[src/rtl/countdown_timer_pkg.sv]
// Shared types and defaults for the loadable down-counting timer.
package countdown_timer_pkg;

  localparam int WIDTH_DEF = 4;

  typedef enum logic [1:0] {
    IDLE = 2'd0,
    RUN  = 2'd1,
    HOLD = 2'd2,
    DONE = 2'd3
  } state_t;

endpackage

[src/rtl/countdown_timer.sv]
// Loadable down-counter: counts the reload value to zero, pulses tc, optionally auto-reloads.
// All outputs are registered; load beats start, start beats pause/decrement.
module countdown_timer
  import countdown_timer_pkg::*;
#(
  parameter int WIDTH = WIDTH_DEF
) (
  input  logic             clk,
  input  logic             rst_n,
  input  logic             load,
  input  logic [WIDTH-1:0] data,
  input  logic             start,
  input  logic             pause,
  input  logic             reload_en,
  output logic [WIDTH-1:0] count,
  output logic             busy,
  output logic             paused,
  output logic             tc,
  output logic             done
);

  localparam logic [WIDTH-1:0] ONE = {{(WIDTH-1){1'b0}}, 1'b1};

  state_t           state, state_nxt;
  logic [WIDTH-1:0] reload_reg, reload_nxt, count_nxt;
  logic             tc_nxt;

  always_ff @(posedge clk or negedge rst_n) begin
    if (!rst_n) begin
      state      <= IDLE;
      count      <= '0;
      reload_reg <= '0;
      tc         <= 1'b0;
      busy       <= 1'b0;
      paused     <= 1'b0;
      done       <= 1'b0;
    end else begin
      state      <= state_nxt;
      count      <= count_nxt;
      reload_reg <= reload_nxt;
      tc         <= tc_nxt;
      busy       <= (state_nxt == RUN) || (state_nxt == HOLD);
      paused     <= (state_nxt == HOLD);
      done       <= (state_nxt == DONE);
    end
  end

  always_comb begin
    state_nxt  = state;
    count_nxt  = count;
    reload_nxt = reload_reg;
    tc_nxt     = 1'b0;
    if (load) begin
      count_nxt  = data;
      reload_nxt = data;
      state_nxt  = IDLE;
    end else if (start) begin
      if (reload_reg != '0) begin
        count_nxt = reload_reg;
        state_nxt = RUN;
      end else begin
        count_nxt = '0;
        state_nxt = DONE;
        tc_nxt    = 1'b1;
      end
    end else if ((state == RUN) || (state == HOLD)) begin
      if (pause) begin
        state_nxt = HOLD;
      end else begin
        state_nxt = RUN;
        // Zero is only ever reached through the count==1 step, so no underflow.
        if (count > ONE) begin
          count_nxt = count - ONE;
        end else if (count == ONE) begin
          tc_nxt = 1'b1;
          if (reload_en) begin
            count_nxt = reload_reg;
          end else begin
            count_nxt = '0;
            state_nxt = DONE;
          end
        end
      end
    end
  end

endmodule
[config.mk]
export PLATFORM = sky130hd
export DESIGN_NAME = countdown_timer
export DESIGN_NICKNAME = d
export VERILOG_FILES = /design/src/rtl/countdown_timer_pkg.sv /design/src/rtl/countdown_timer.sv
export SDC_FILE = /design/constraint.sdc
export NUM_CORES = 1
export LEC_CHECK = 0
export ABC_AREA = 1
export BUFFER_PORTS_ARGS = -buffer_cell sky130_fd_sc_hd__clkbuf_2
export CAP_MARGIN = 20
export CORE_UTILIZATION = 40
export DETAILED_ROUTE_END_ITERATION = 12
export HOLD_SLACK_MARGIN = 0.12
export PLACE_DENSITY_LB_ADDON = 0.08
export SYNTH_ARGS = -nofsm -noshare
export SYNTH_HDL_FRONTEND = slang
export SYNTH_SLANG_ARGS = --single-unit
[constraint.sdc]
create_clock -name clk -period 2.9 [get_ports clk]
set_input_delay 0.435 -clock clk [delete_from_list [all_inputs] [get_ports clk]]
set_output_delay 0.435 -clock clk [all_outputs]
set_load 0.05 [all_outputs]
==> impl_metrics.json <==
{
  "finalCritPeriodShare_pct": 51.7,
  "avgSynthCellArea_um2": 7.60,
  "hold_slack_ns": 0.398,
  "power.switching_mw": 0.211,
  "placementRows": 15,
  "ys_async_sr_fraction_pct": 100,
  "drt_iter0_markers": 15,
  "dieArea_um2": 2140,
  "cp-start-kind": "flop",
  "die_w_um": 46.3,
  "synthesis.nets": 117,
  "ys.flop_type": "dfrtp_1",
  "cp_max_fo": 5,
  "dieHeight_um": 46.3,
  "setup_viol": 0,
  "ys_types": 21,
  "fin_tns_setup_ns": 0,
  "drive_gt1_share_pct": 23.4,
  "crit_arrival_ns": 1.72,
  "post-route-drc-count": 0,
  "core_um2": 1780,
  "ctsResizeCount": 0,
  "ir_drop_mv": 0.368,
  "slew_headroom_pct": 76.2,
  "intPower_mw": 0.345,
  "nets": 139,
  "grt-ovfl-total": 0,
  "numPortBuffers": 17,
  "combPwrFrac_pct": 33.2,
  "fillers": 199,
  "status": "finished clean",
  "wl_per_cell_um": 10.3,
  "required_ns": 3.12,
  "holdBufCountCts": 1,
  "final_cell_mix": "nand2_1, clkbuf_2, inv_1, dfrtp_1, nand3_1",
  "wl_met3_um": 41,
  "ios": 18,
  "clk_pin_slew_ns": 0.09,
  "swShare_pct": 38.0,
  "synthTopCellsByArea": "dfrtp_1, nand2_1, inv_1",
  "gr-usage-all-layers_pct": 17.1,
  "pwr-share-clk_pct": 25.1,
  "h-tree-depth": 1,
  "grt_pass1_wl_um": 2480,
  "cap_violations": 0,
  "drtPass1Iterations": 4,
  "dpl_cell_area_um2": 895,
  "cts_sinks": 14,
  "area_growth_pct": 20.1,
  "synthCells": 103,
  "met1_length_um": 794,
  "grt_max_degree": 16,
  "max_freq_mhz": 666,
  "hold_depth": 3,
  "tightest_slew_ns": 0.357,
  "dpl.cell_count": 144,
  "dp_worst_setup_slack_ns": 1.39,
  "wl_um": 1540,
  "power_density_nw_per_um2": 591,
  "antenna_cells": 0,
  "finalHoldViolCount": 0,
  "cts_root_buf": "clkbuf_4",
  "yosys_warnings": 0,
  "hpwlAfterDp_um": 1240,
  "fin_crit_ns": 1.50,
  "hold_class": "primary input to flop",
  "critPathKind": "flop to flop",
  "synth_seq_cells": 14,
  "rsz0062_at_grt": "no",
  "seq_area_frac_synth_pct": 44.7,
  "gp_congestion": 0.785,
  "drv_slew": 0,
  "final_area_um2": 941,
  "p_leak_nw": 0.536,
  "cts_made_buffers": 3,
  "instances_no_fill": 149,
  "fin_ws_ns": 1.40,
  "r2r_cells": 9,
  "synth-edff-count": 0,
  "ant_nets": 0,
  "initial_core_util_pct": 43.9,
  "antenna_found_initial": 0,
  "dr_wl_met2_um": 668,
  "yosys.area.top_type": "dfrtp_1",
  "highest_layer": "met4",
  "fin_skew_ns": 0.00405,
  "post_cts_buffers": 0,
  "avgViaCountPerCell": 4.69,
  "clk_path_buf_depth": 2,
  "vias": 699,
  "synth_area_um2": 783,
  "cts_tree": "built",
  "pwr-share-seq_pct": 41.7,
  "synth.top_cell.area_share_pct": 44.7,
  "layout_commonest_cell": "nand2_1",
  "worstSkewPairLatency_ns": 0.28,
  "crit_path_end_kind": "flop",
  "grt_pass1_vias": 583
}
[area by class of cell]
class                   instances  area, um2  share of cell area (%)
clock buffers                   4       36.3                    3.86
inverters                      17       63.8                    6.78
multi-input cells              71        364                    38.7
flip-flops and latches         14        350                    37.2
well taps                      25       31.3                    3.32
repair buffers                 18       95.1                    10.1
[metal layers]
layer | vias up | global-route usage (%)
met2 | 13 | 24.5
met1 | 310 | 23.3
li1 | 371 | -
met4 | 0 | 8.82
met5 | - | 0
met3 | 5 | 4.71
[synth_stat cells, types with 2 or more instances]
cell type,n
nand4_1,4
nor2_1,9
ha_1,4
inv_2,2
o21ai_1,3
nand2_1,30
nand3_1,10
dfrtp_1,14
inv_1,15
[through the flow]
| stage | power (mW) | util, % |
|---|---|---|
| after floorplan | 0.374 | - |
| after global placement | 0.419 | 50.2 |
| after detailed placement | 0.420 | 50.2 |
| after CTS | 0.560 | 52.8 |
| after global routing | 0.592 | 52.8 |
| final | 0.556 | 52.8 |
[power by group through the flow]
stage          combinational, mW  sequential [mW]  clock, mW
5_1_grt                    0.206            0.236      0.151
2_1_floorplan             0.0929            0.281          0
4_1_cts                    0.186            0.232      0.142
3_3_place_gp               0.183            0.236          0
6_report                   0.184            0.232      0.140
3_5_place_dp               0.184            0.236          0
[critical path, stage by stage, from the launching register on]
cell and delay [ns]:
dfrtp_1 0.40, inv_1 0.10, ha_1 0.26, o21ai_2 0.25, nand2_4 0.10, nor2_1 0.09, nand2_1 0.05, nand3_1 0.07
nand2_1 0.07, nand2_1 0.06
[cell families after synthesis]
group / after synthesis / share of synthesized area (%)
compound gates: 9 / 7.19
flops: 14 / 44.7
buf+inv: 18 / 8.79
fa+ha+maj: 4 / 6.39
simple gates: 58 / 32.9
[path summary, 6_finish.rpt]
| kind | from | endpoint | slack [ns] |
|---|---|---|---|
| worst max-delay path | count[0]$_DFFE_PN0P_ | count[3]$_DFFE_PN0P_ | 1.40 |
| worst min-delay path | data[1] | reload_reg[1]$_DFFE_PN0P_ | 0.40 |
| worst max register to register | count[0]$_DFFE_PN0P_ | count[3]$_DFFE_PN0P_ | 1.40 |
| worst min register to register | reload_reg[0]$_DFFE_PN0P_ | reload_reg[0]$_DFFE_PN0P_ | 0.52 |
| max in group asynchronous | rst_n | count[1]$_DFFE_PN0P_ | 2.05 |
| min in group asynchronous | rst_n | paused$_DFF_PN0_ | 0.59 |
Power figures use the tool's default switching activity.
